===== config.mk =====
export PLATFORM = sky130hd
export DESIGN_NAME = decode_issue
export DESIGN_NICKNAME = d
export VERILOG_FILES = /design/src/rtl/decode_issue.sv
export SDC_FILE = /design/constraint.sdc
export NUM_CORES = 1
export LEC_CHECK = 0
export BUFFER_PORTS_ARGS = -buffer_cell sky130_fd_sc_hd__buf_2
export CAP_MARGIN = 5
export CORE_UTILIZATION = 60
export CTS_BUF_LIST = sky130_fd_sc_hd__clkbuf_16
export DETAILED_ROUTE_END_ITERATION = 7
export HOLD_SLACK_MARGIN = 0.12
export PLACE_DENSITY_LB_ADDON = 0.05
export SYNTH_ARGS = -nofsm -noshare
export SYNTH_HDL_FRONTEND = slang
export SYNTH_SLANG_ARGS = --single-unit

===== constraint.sdc =====
create_clock -name clk -period 15.27 [get_ports clk]
set_clock_uncertainty 0.05 [all_clocks]
set_input_delay 3.054 -clock clk [delete_from_list [all_inputs] [get_ports clk]]
set_output_delay 3.054 -clock clk [all_outputs]
set_load 0.01 [all_outputs]

===== src/rtl/decode_issue.sv =====
// Decode/issue stage: register file, scoreboard, operand formation,
// and a registered valid/ready issue slot toward the ALU.
module decode_issue (
    input  logic        clk,
    input  logic        rst,
    input  logic        in_valid,
    output logic        in_ready,
    input  logic [15:0] instr,
    input  logic [15:0] pc_in,
    input  logic        wb_en,
    input  logic [3:0]  wb_reg,
    input  logic [15:0] wb_data,
    output logic        out_valid,
    input  logic        out_ready,
    output logic [3:0]  alu_opcode,
    output logic [15:0] alu_in1,
    output logic [15:0] alu_in2,
    output logic [3:0]  dst_reg,
    output logic        reg_wr,
    output logic        mem_rd,
    output logic        mem_wr,
    output logic [15:0] store_data,
    output logic        halted
);

    typedef enum logic {RUN, HALTED} state_t;

    state_t      state;
    logic [15:0] rf [16];
    logic [15:0] busy;
    logic [15:0] busy_eff;
    logic [15:0] wb_clr;
    logic [15:0] set_mask;

    logic [3:0]  op, rd, rs, rt;
    logic [15:0] rs_val, rt_val, rd_val;
    logic [15:0] sext;

    logic        use_rs, use_rt, use_rd;
    logic        wr_op, mr_d, mw_d;
    logic        wr_d;
    logic [15:0] in1_d, in2_d, sd_d;
    logic        hazard;
    logic        accept;

    assign op = instr[15:12];
    assign rd = instr[11:8];
    assign rs = instr[7:4];
    assign rt = instr[3:0];

    // Reads see a same-cycle writeback; R0 is hardwired to zero
    assign rs_val = (rs == 4'd0) ? 16'h0000 :
                    (wb_en && wb_reg == rs) ? wb_data : rf[rs];
    assign rt_val = (rt == 4'd0) ? 16'h0000 :
                    (wb_en && wb_reg == rt) ? wb_data : rf[rt];
    assign rd_val = (rd == 4'd0) ? 16'h0000 :
                    (wb_en && wb_reg == rd) ? wb_data : rf[rd];

    assign sext = {{11{rt[3]}}, rt, 1'b0};

    always_comb begin
        use_rs = 1'b0;
        use_rt = 1'b0;
        use_rd = 1'b0;
        wr_op  = 1'b0;
        mr_d   = 1'b0;
        mw_d   = 1'b0;
        in1_d  = 16'h0000;
        in2_d  = 16'h0000;
        sd_d   = 16'h0000;
        unique case (op)
            4'h0, 4'h1, 4'h2, 4'h3, 4'h7: begin
                use_rs = 1'b1;
                use_rt = 1'b1;
                wr_op  = 1'b1;
                in1_d  = rs_val;
                in2_d  = rt_val;
            end
            4'h4, 4'h5, 4'h6: begin
                use_rs = 1'b1;
                wr_op  = 1'b1;
                in1_d  = rs_val;
                in2_d  = {12'h000, rt};
            end
            4'h8: begin
                use_rs = 1'b1;
                wr_op  = 1'b1;
                mr_d   = 1'b1;
                in1_d  = rs_val & 16'hFFFE;
                in2_d  = sext;
            end
            4'h9: begin
                use_rs = 1'b1;
                use_rd = 1'b1;
                mw_d   = 1'b1;
                in1_d  = rs_val & 16'hFFFE;
                in2_d  = sext;
                sd_d   = rd_val;
            end
            4'hA: begin
                use_rd = 1'b1;
                wr_op  = 1'b1;
                in1_d  = rd_val;
                in2_d  = {8'h00, instr[7:0]};
            end
            4'hB: begin
                use_rd = 1'b1;
                wr_op  = 1'b1;
                in1_d  = rd_val;
                in2_d  = {instr[7:0], 8'h00};
            end
            4'hC: begin
                use_rs = 1'b1;
                in1_d  = rs_val;
            end
            4'hE: begin
                wr_op  = 1'b1;
                in1_d  = pc_in + 16'd2;
            end
            default: begin
            end
        endcase
    end

    assign wr_d = wr_op & (rd != 4'd0);

    // A writeback this cycle releases its register before hazard check
    assign wb_clr   = wb_en ? (16'd1 << wb_reg) : 16'h0000;
    assign busy_eff = busy & ~wb_clr;
    assign set_mask = (accept && wr_d) ? (16'd1 << rd) : 16'h0000;

    assign hazard = busy_eff[rd]
                  | (use_rs & busy_eff[rs])
                  | (use_rt & busy_eff[rt])
                  | (use_rd & busy_eff[rd]);

    assign in_ready = ~halted & ~hazard & (~out_valid | out_ready);
    assign accept   = in_valid & in_ready;
    assign halted   = (state == HALTED);

    always_ff @(posedge clk or posedge rst) begin
        if (rst) begin
            for (int i = 0; i < 16; i++) rf[i] <= 16'h0000;
        end else if (wb_en && wb_reg != 4'd0) begin
            rf[wb_reg] <= wb_data;
        end
    end

    always_ff @(posedge clk or posedge rst) begin
        if (rst) busy <= 16'h0000;
        else     busy <= ((busy & ~wb_clr) | set_mask) & 16'hFFFE;
    end

    always_ff @(posedge clk or posedge rst) begin
        if (rst) begin
            state      <= RUN;
            out_valid  <= 1'b0;
            alu_opcode <= 4'h0;
            alu_in1    <= 16'h0000;
            alu_in2    <= 16'h0000;
            dst_reg    <= 4'h0;
            reg_wr     <= 1'b0;
            mem_rd     <= 1'b0;
            mem_wr     <= 1'b0;
            store_data <= 16'h0000;
        end else begin
            if (accept) begin
                out_valid  <= 1'b1;
                alu_opcode <= op;
                alu_in1    <= in1_d;
                alu_in2    <= in2_d;
                dst_reg    <= rd;
                reg_wr     <= wr_d;
                mem_rd     <= mr_d;
                mem_wr     <= mw_d;
                store_data <= sd_d;
                if (op == 4'hF) state <= HALTED;
            end else if (out_ready) begin
                out_valid <= 1'b0;
            end
        end
    end

endmodule


---- After elaboration in Yosys (flattened, before gate mapping) ----
Index checks and enable logic that the tools add are counted.
storage, ports and cells
  RAM bits ................................ 0
  memories kept ........................... 0
  ROM bits ................................ 0
  output and inout port bits .............. 62
  logic and storage cells ................. 135
  register bits ........................... 332
  latch bits .............................. 0
  input port bits ......................... 57
operators by class
  reductions and logical operators ........ 22
  $mul .................................... 0
  magnitude comparators ................... 8
  shifts and indexed selects .............. 2
  equal/unequal tests ..................... 17
  div/mod/pow operators ................... 0
  multiplexer cells ....................... 37
  add/sub/neg operators ................... 1
  bitwise operators ....................... 21
operators with widths
  cell                                                                    count
  256-bit bitwise mux                                                     1
  16-bit 2-to-1 mux                                                       16
  16-bit binary-select mux with 4-bit select                              3
  16-bit one-hot mux with 5 select lines                                  1
  16-bit demux with 4-bit select                                          1
  16-bit one-hot mux with 4 select lines                                  1
  1-bit by 4-bit left shift with 16-bit output (first input constant)     2
  4-bit equality test (second input constant)                             7
  5-bit >= comparator (second input constant)                             4
  4-bit inverter with 5-bit output                                        4
  16-bit by 2-bit adder with 16-bit output (second input constant)        1
  16-bit AND                                                              1
  4-bit by 3-bit equality test with 1-bit output (second input constant)  4
  4-bit zero test                                                         4
  16-bit inverter                                                         1
  16-bit bitwise OR                                                       1
  4-bit by 5-bit < comparator with 1-bit output (second input constant)   3
  1-bit binary-select mux with 4-bit select                               3
  4-bit equality test                                                     3
  12-bit OR reduction                                                     1
  1-bit 2-to-1 mux                                                        11
  11-bit OR reduction                                                     1
  9-bit OR reduction                                                      1
  4-bit by 2-bit equality test with 1-bit output (second input constant)  2
  other kinds (12)                                                        31

---- Depth between registers and ports, before layout ----
Gate-level depths: netlist of run 1.
  word-level depth ........................ 17
  depth in mapped cells ................... 13
  mapped depth without buffers ............ 7

---- Worst setup path after synthesis of run 1 ----
OpenSTA, ideal clock, no wires.
  path kind ............................... input to output
  from .................................... in wb_reg[0]
  to ...................................... out in_ready
  setup slack ............................. 7.239 ns
  arrival time ............................ 4.927 ns
  required time ........................... 12.166 ns
  cell stages on the path ................. 8
  path buffers ............................ 2
  cells stage by stage .................... buf_2 > or2_2 > or2_1 > buf_2 > o2bb2ai_1 > a2111oi_2 > nor4_1 > nor4b_1
between the ends
  cells in the longest elaborated chain, start to end .. 13
  elaborated cells on any way between the ends .. 19
  those cells by class .................... shift: 1; mux: 7; bitwise: 11
RTL lines
  element                                         line  source
  start, declared                                 11    input logic [3:0] wb_reg,
  1-bit by 4-bit left shift with 16-bit output *  128   assign wb_clr = wb_en ? (16'd1 << wb_reg) : 16'h0000;
  16-bit 2-to-1 mux *                             128
  16-bit inverter *                               129   assign busy_eff = busy & ~wb_clr;
  16-bit AND *                                    129
  1-bit binary-select mux with 4-bit select       133   | (use_rs & busy_eff[rs])
  1-bit 2-to-1 mux (not written as such)          133
  1-bit AND                                       133
  1-bit bitwise OR                                133
  1-bit bitwise OR                                134   | (use_rt & busy_eff[rt])
  1-bit bitwise OR *                              135   | (use_rd & busy_eff[rd]);
  1-bit inverter *                                137   assign in_ready = ~halted & ~hazard & (~out_valid | out_ready);
  1-bit AND * (2 in series)                       137
  end, declared                                   7     output logic in_ready,
Mark *: on every way between the ends. The rest lies on a longest branch, timed or not. The select of a mux whose other input is x is not followed.

---- Worst setup path in the final report of run 1 ----
  from .................................... in wb_en
  to ...................................... out in_ready
between the ends
  cells in the longest elaborated chain, start to end .. 12
  elaborated cells on any way between the ends .. 18
  those cells by class .................... mux: 7; bitwise: 11
RTL lines
  element                                    line  source
  start, declared                            10    input logic wb_en,
  16-bit 2-to-1 mux *                        128
  16-bit inverter *                          129
  16-bit AND *                               129
  1-bit binary-select mux with 4-bit select  133
  1-bit 2-to-1 mux (not written as such)     133
  1-bit AND                                  133
  1-bit bitwise OR                           133
  1-bit bitwise OR                           134
  1-bit bitwise OR *                         135
  1-bit inverter *                           137
  1-bit AND * (2 in series)                  137
Marks and branches as above.

==> results_dict.tcl, run 1 <==
set metrics [dict create \
    fin_crit_sh_pct 58.72 \
    crit_path_end_kind "output port" \
    antenna_cells 0 \
    route.detailed.drc 0 \
    grt_pass1_vias 13990 \
    gp_congestion 0.8940 \
    drt-initial-drc-count 1600 \
    drv_slew 0 \
    p_switching_uw 789.5 \
    fin_cells 1968 \
    syn_inst 1479 \
    top_register "rf" \
    p_leak_uw 0.009479 \
    p_clk_share_pct 34.0 \
    final_util_pct 67.69 \
    grt_pass1_wl_um 91150 \
    slew_headroom_pct 10.43 \
    crit_required_ns 12.17 \
    r2r-start "busy[12]" \
    clock-sinks 332 \
    fin_nets 1557 \
    cts_inserted_buffers 38 \
    syn_area_per_cell_um2 13.65 \
    ctsHoldBuffers 0 \
    fp.dieW_um 185.4 \
    io_pins 119 \
    synth-async-reset-ratio_pct 100.0 \
    critPathMaxFanout 17 \
    clk_latency_ns 0.56 \
    startpoint_type "input port" \
    path_class "input port to output port" \
    synth_area_um2 20190 \
    area_growth_pct 9.902 \
    totalPowerFinal_uw 2767 \
    fin_crit_ns 8.966 \
    r2r_slack_ns 11.93 \
    setup_slack_ns 6.304 \
    nFillCells 2421 \
    holdPathEnd "rf[243]" \
    wl_um 60480 \
    rsz0062_at_grt "false" \
    internal_power_uw 1977 \
    cts_root_buffer "clkbuf_16" \
    synth.distinct_cells 65 \
    tightest_slew_ns 1.339 \
    grt_overflow 0 \
    dieHeight_um 185.4 \
    setup_viol 0 \
    dpl.cell_count 1901 \
    power_frac_seq_pct 42.5 \
    hold_violations 0 \
    post-cts-setup-buffers 0 \
    fmax_mhz 111.5 \
    p_per_area_nw_per_um2 124.7 \
    grtUsageTotal_pct 37.17 \
    post-place-ws_ns 6.294 \
    reg2reg_depth 6 \
    hold_path_class "flop to flop" \
    grt_max_degree 127 \
    cp.arrival_ns 5.86 \
    swShare_pct 28.53 \
    viasPerCell 7.170 \
    dr_total_vias 14110 \
    drive_gt1_share_pct 48.49 \
    hold_depth 0 \
    cts_tree "built" \
    holdCritStartpoint "rf[243]" \
    core_area_um2 32780 \
    largest_reg_flops 256 \
    synth_edf_count 0 \
    detail_route.wl_per_cell_um 30.73 \
    numPortBuffers 118 \
    syn_nets 1537 \
    dieArea_um2 34390 \
    firstDrtPassIters 5 \
    synth-seq-cells 332 \
    r2r_end "busy[12]" \
    cts_max_level 2 \
    status "finished clean" \
    vdd.ir_drop.worst_mv 0.08946 \
    initial_utilization_pct 61.59 \
    yosys_most_used_dff "dfrtp_1" \
    fin_tns_setup_ns 0 \
    seq_area_frac_synth_pct 41.15 \
    rows 66 \
    clock_path_buffers 3 \
    drt.antenna.violating_nets 0 \
    maxCapViolCount 0 \
    clk_pin_slew_ns 0.05 \
    pwr-share-comb_pct 23.5 \
    ys_warn_count 0 \
    hpwl_um 36840 \
    antenna_found_initial 0 \
    cts_resized 0 \
]
[routing by layer]
layer	wire length (um)	vias to the layer above	GRT usage, %
met5	0	-	0
met4	2650	0	16.86
met3	5633	147	8.219
met2	27620	781	55.24
met1	24570	7427	52.67
li1	-	5755	-
[placed cells by master (no fill, tap or decap), drive strengths merged, types with 6 or more instances in the layout]
cell    netlist  layout
nand2b       12      12
buf          50     140
xor2         11      11
mux4        230     230
or2           6       6
o211ai        6       6
a21oi        11      11
clkinv        0      14
nand3        32      32
a222oi       13      13
xnor2        14      14
a221oi       11      11
clkbuf      110      38
o21ai        32      32
nand2       116     116
nor2b        15      15
mux2i        29      29
nor2         41      41
a22oi         7       7
mux2        291     291
inv          27      36
dfrtp       332     332
bufinv        0       6
o41ai        15      15
nor3          7       7
[worst max-delay path: stages]
cell and delay [ns]:
buf_2 0.19, nor3b_1 0.27, nand2_1 0.68, and4_1 0.51
a2111oi_0 0.42, a211oi_1 0.13, nor4b_1 0.40, buf_2 0.21
[cells in the mapped netlist (3+ instances only)]
library cell | number | area share [%]
a221oi_1 | 11 | 0.48
and4_1 | 3 | 0.13
nand2_1 | 116 | 2.2
nor3_1 | 7 | 0.17
nor2_1 | 40 | 0.74
o211ai_1 | 6 | 0.22
inv_1 | 25 | 0.46
buf_4 | 3 | 0.11
a21boi_0 | 3 | 0.11
nand3_1 | 31 | 0.77
mux2_2 | 291 | 16
mux2i_1 | 29 | 1.4
or2_2 | 5 | 0.15
o21ai_0 | 29 | 0.72
buf_2 | 15 | 0.37
o22ai_1 | 3 | 0.093
nand2b_1 | 12 | 0.37
a222oi_1 | 13 | 0.64
clkbuf_1 | 110 | 2.0
o41ai_1 | 14 | 0.61
nand3b_1 | 3 | 0.11
xnor2_1 | 14 | 0.61
mux4_2 | 230 | 26
xor2_1 | 11 | 0.48
a21oi_1 | 11 | 0.27
buf_1 | 30 | 0.56
dfrtp_1 | 332 | 41
nor4b_1 | 4 | 0.17
o2111ai_1 | 3 | 0.13
nor2b_1 | 15 | 0.46
and2_1 | 5 | 0.15
a22oi_1 | 7 | 0.26
a2111oi_0 | 3 | 0.13
[power by group through the flow]
stage	clock network [uW]	logic, uW	registers [uW]
CTS	951	649	1170
detailed placement	0	646	1180
global placement	0	635	1170
finish	940	651	1180
global route	982	692	1200
floorplan	0	514	1140
[metrics by stage]
step                      hold slack [ns]  cell area (um^2)
after global placement             0.3451             20940
after CTS                          0.3643             22190
after global routing               0.3765             22190
final                              0.3657             22190
after detailed placement           0.3524             20940
after floorplan                    0.4080             20190
[worst max-delay path by stage]
stage	end	startpoint	slack (ns)
CTS	in_ready	wb_en	6.29
floorplan	alu_in1[0]	rst	2.97
global route	in_ready	wb_en	6.11
detailed placement	in_ready	wb_en	6.29
finish	in_ready	wb_en	6.30
global placement	in_ready	wb_en	6.25
[final cells by class]
cell class                      instances  area (um^2)  share of cell area, %
Timing Repair Buffer                  140        770.7                  3.473
Clock buffer                           38        950.9                  4.285
Sequential cell                       332         8308                  37.44
Tap cell                              442        553.0                  2.492
Multi-Input combinational cell        960        11200                  50.48
Inverter                               27        108.9                 0.4905
Clock inverter                         29        297.8                  1.342
[cell families after synthesis]
| kind of cell | count (synthesis) | share of synthesized area [%] |
|---|---|---|
| compound gates | 126 | 4.641 |
| xor+xnor | 25 | 1.084 |
| fa+ha+maj | 1 | 0.06196 |
| buf+inv | 187 | 3.699 |
| flops | 332 | 41.15 |
| mux | 550 | 43.32 |
| simple gates | 258 | 6.048 |
No activity file was read; power rests on OpenSTA's default activity.
==> inputs of run 2 (changes only) <==
--- a/config.mk
+++ b/config.mk
@@ -5,9 +5,10 @@
 export SDC_FILE = /design/constraint.sdc
 export NUM_CORES = 1
 export LEC_CHECK = 0
+export ABC_AREA = 1
 export BUFFER_PORTS_ARGS = -buffer_cell sky130_fd_sc_hd__buf_2
 export CAP_MARGIN = 5
-export CORE_UTILIZATION = 60
+export CORE_UTILIZATION = 56
 export CTS_BUF_LIST = sky130_fd_sc_hd__clkbuf_16
 export DETAILED_ROUTE_END_ITERATION = 7
 export HOLD_SLACK_MARGIN = 0.12
==> constraint.sdc (replaced) <==
create_clock -name clk -period 7.8 [get_ports clk]
set_clock_uncertainty 0.05 [all_clocks]
set_input_delay 1.56 -clock clk [delete_from_list [all_inputs] [get_ports clk]]
set_output_delay 1.56 -clock clk [all_outputs]
set_load 0.01 [all_outputs]
==> run 2 against run 1 <==
Compared with the run above: largest cell class unchanged; critical path type unchanged; first-iteration DRC count is 120% higher; synthesized area up 0.29%; hold slack worse by 0.015 ns; sequential power is 100% higher; power rose by 100%; die area grew 7.4%.
==> results_dict.tcl, run 2 <==
set metrics [dict create \
    status "finished clean" \
    cts_tree "built" \
    dieHeight_um 192.2 \
    fin_tns_setup_ns 0 \
    grt_pass1_vias 20400 \
    totalPowerFinal_uw 5661 \
    multiInputGateArea_um2 10130 \
    syn_inst 2897 \
    yosysTopAreaCellShare_pct 41.03 \
    dieArea_um2 36920 \
    p_per_area_nw_per_um2 255.5 \
    path_class "input port to output port" \
    antenna_found_initial 4 \
    slew_headroom_pct 2.010 \
    fin_nets 2928 \
    detail_route.wl_per_cell_um 25.35 \
    io_pins 119 \
    crit_path_end_kind "output port" \
    antenna_cells 0 \
    ctsHoldBuffers 0 \
    grt_overflow 0 \
    yosys_most_used_dff "dfrtp_1" \
    layout_common_cells "nand2_1, o21ai_0, dfrtp_1, inv_1, a21oi_1" \
    synth.most_common_cell "nand2_1" \
    final-seq-area_um2 8308 \
    fin_crit_ns 5.740 \
    firstDrtPassIters 7 \
    critPathMaxFanout 37 \
    synth.distinct_cells 39 \
    synth_area_um2 20250 \
    numPortBuffers 118 \
    grt_max_degree 157 \
    hold_path_class "flop to flop" \
    drv_slew 0 \
    syn_nets 2955 \
    synthTopCellsByCount "nand2_1, o21ai_0, dfrtp_1" \
    crit_required_ns 6.19 \
    maxCapViolCount 0 \
    synth-seq-cells 332 \
    seq_area_frac_synth_pct 41.03 \
    rows 69 \
    clock_path_buffers 3 \
    gp_congestion 1.001 \
    vdd.ir_drop.worst_mv 0.2115 \
    setup_viol 0 \
    dr_total_vias 22250 \
    fp.dieW_um 192.2 \
    tightest_slew_ns 1.466 \
    post-cts-setup-buffers 0 \
    cts_max_level 2 \
    cts_resized 0 \
    initial_utilization_pct 56.93 \
    wl_um 85090 \
    grt_pass1_wl_um 126100 \
    whs_ns 0.3511 \
    clk_pin_slew_ns 0.05 \
    rsz0062_at_grt "false" \
    drive_gt1_share_pct 9.016 \
    yosys-top-cells-area "dfrtp_1, nand2_1, o21ai_0" \
    nFillCells 3334 \
    synth_area_leader_cell "dfrtp_1" \
    syn_area_per_cell_um2 6.990 \
    fin_crit_sh_pct 73.59 \
    ys_warn_count 0 \
    final_common_cell "nand2_1" \
    final_util_pct 62.29 \
    cts_root_buffer "clkbuf_16" \
    clock-sinks 332 \
    startpoint_type "input port" \
    viasPerCell 6.630 \
    fmax_mhz 174.2 \
    route.detailed.drc 0 \
    hold_violations 0 \
    area_growth_pct 9.416 \
    cp.arrival_ns 4.13 \
    drt-initial-drc-count 3558 \
    drt.antenna.violating_nets 0 \
    grtUsageTotal_pct 46.22 \
    hpwl_um 53060 \
    clk_latency_ns 0.59 \
    top_register "rf" \
    synth-async-reset-ratio_pct 100.0 \
    core_area_um2 35570 \
    p_leak_uw 0.01036 \
    synth_edf_count 0 \
    cts_inserted_buffers 38 \
    largest_reg_flops 256 \
]
## run 2: worst paths after layout
| kind | startpoint | end | cells past startpoint | slack, ns |
|---|---|---|---|---|
| max reg2reg | busy[5] | alu_in2[4] | 12 | 5.10 |
| min reg2reg | rf[242] | rf[242] | 0 | 0.35 |
| min in group asynchronous | rst | rf[10] | 2 | 1.04 |
| max in group asynchronous | rst | rf[249] | 3 | 5.22 |
| max | instr[1] | in_ready | 13 | 2.06 |
| min | rf[242] | rf[242] | 0 | 0.35 |
## run 2: worst max-delay path: stages
cell and delay (ns):
buf_2 0.55, inv_2 0.07, buf_4 0.34, nand2_1 0.12, buf_4 0.39, inv_1 0.30, a21oi_1 0.21, nand3_1 0.10
nand3_1 0.09, nand2_1 0.06, nand2_1 0.10, nor2_4 0.05, buf_2 0.13
## run 2: power breakdown
part           total (uW)  leakage [uW]  switching [uW]  internal (uW)
combinational        1490       0.00553            1020            473
sequential           2400       0.00422             288           2110
clock                1780      0.000614             767           1010
## run 2: layout make-up
class	count	share of cell area [%]
inverters	244	4.151
multi-input cells	2079	45.72
well taps	461	2.603
repair buffers	175	4.653
clock buffers	39	4.405
flip-flops and latches	332	37.50
clock inverters	26	0.9713
## run 2: metrics by stage
| stage | worst slack (ns) | instances | cell area (um^2) |
|---|---|---|---|
| after global placement | 2.239 | 3291 | 20970 |
| after floorplan | 1.755 | 2897 | 20250 |
| final | 2.060 | 3356 | 22160 |
| after detailed placement | 2.267 | 3291 | 20970 |
| after global routing | 2.101 | 3356 | 22160 |
| after CTS | 2.254 | 3356 | 22160 |
## run 2: cells by family after synthesis
| group | after synthesis | synth area share [%] |
|---|---|---|
| buffers and inverters | 486 | 9.225 |
| adder cells (fa/ha/maj) | 1 | 0.06178 |
| AO/OA/AOI/OAI | 866 | 24.55 |
| AND/OR/NAND/NOR | 1210 | 25.05 |
| flip-flops | 332 | 41.03 |
| XOR/XNOR | 2 | 0.08652 |
## run 2: routing by layer
layer  global-route usage [%]  share of wire (%)  wire [um]  up-vias
met3                    14.40                 15      12700      415
met5                        0              0.056         48        -
met2                    63.92                 40      34080     1830
met4                    31.56                7.7       6531        6
met1                    61.38                 37      31730    10230
li1                         -                  -          -     9775
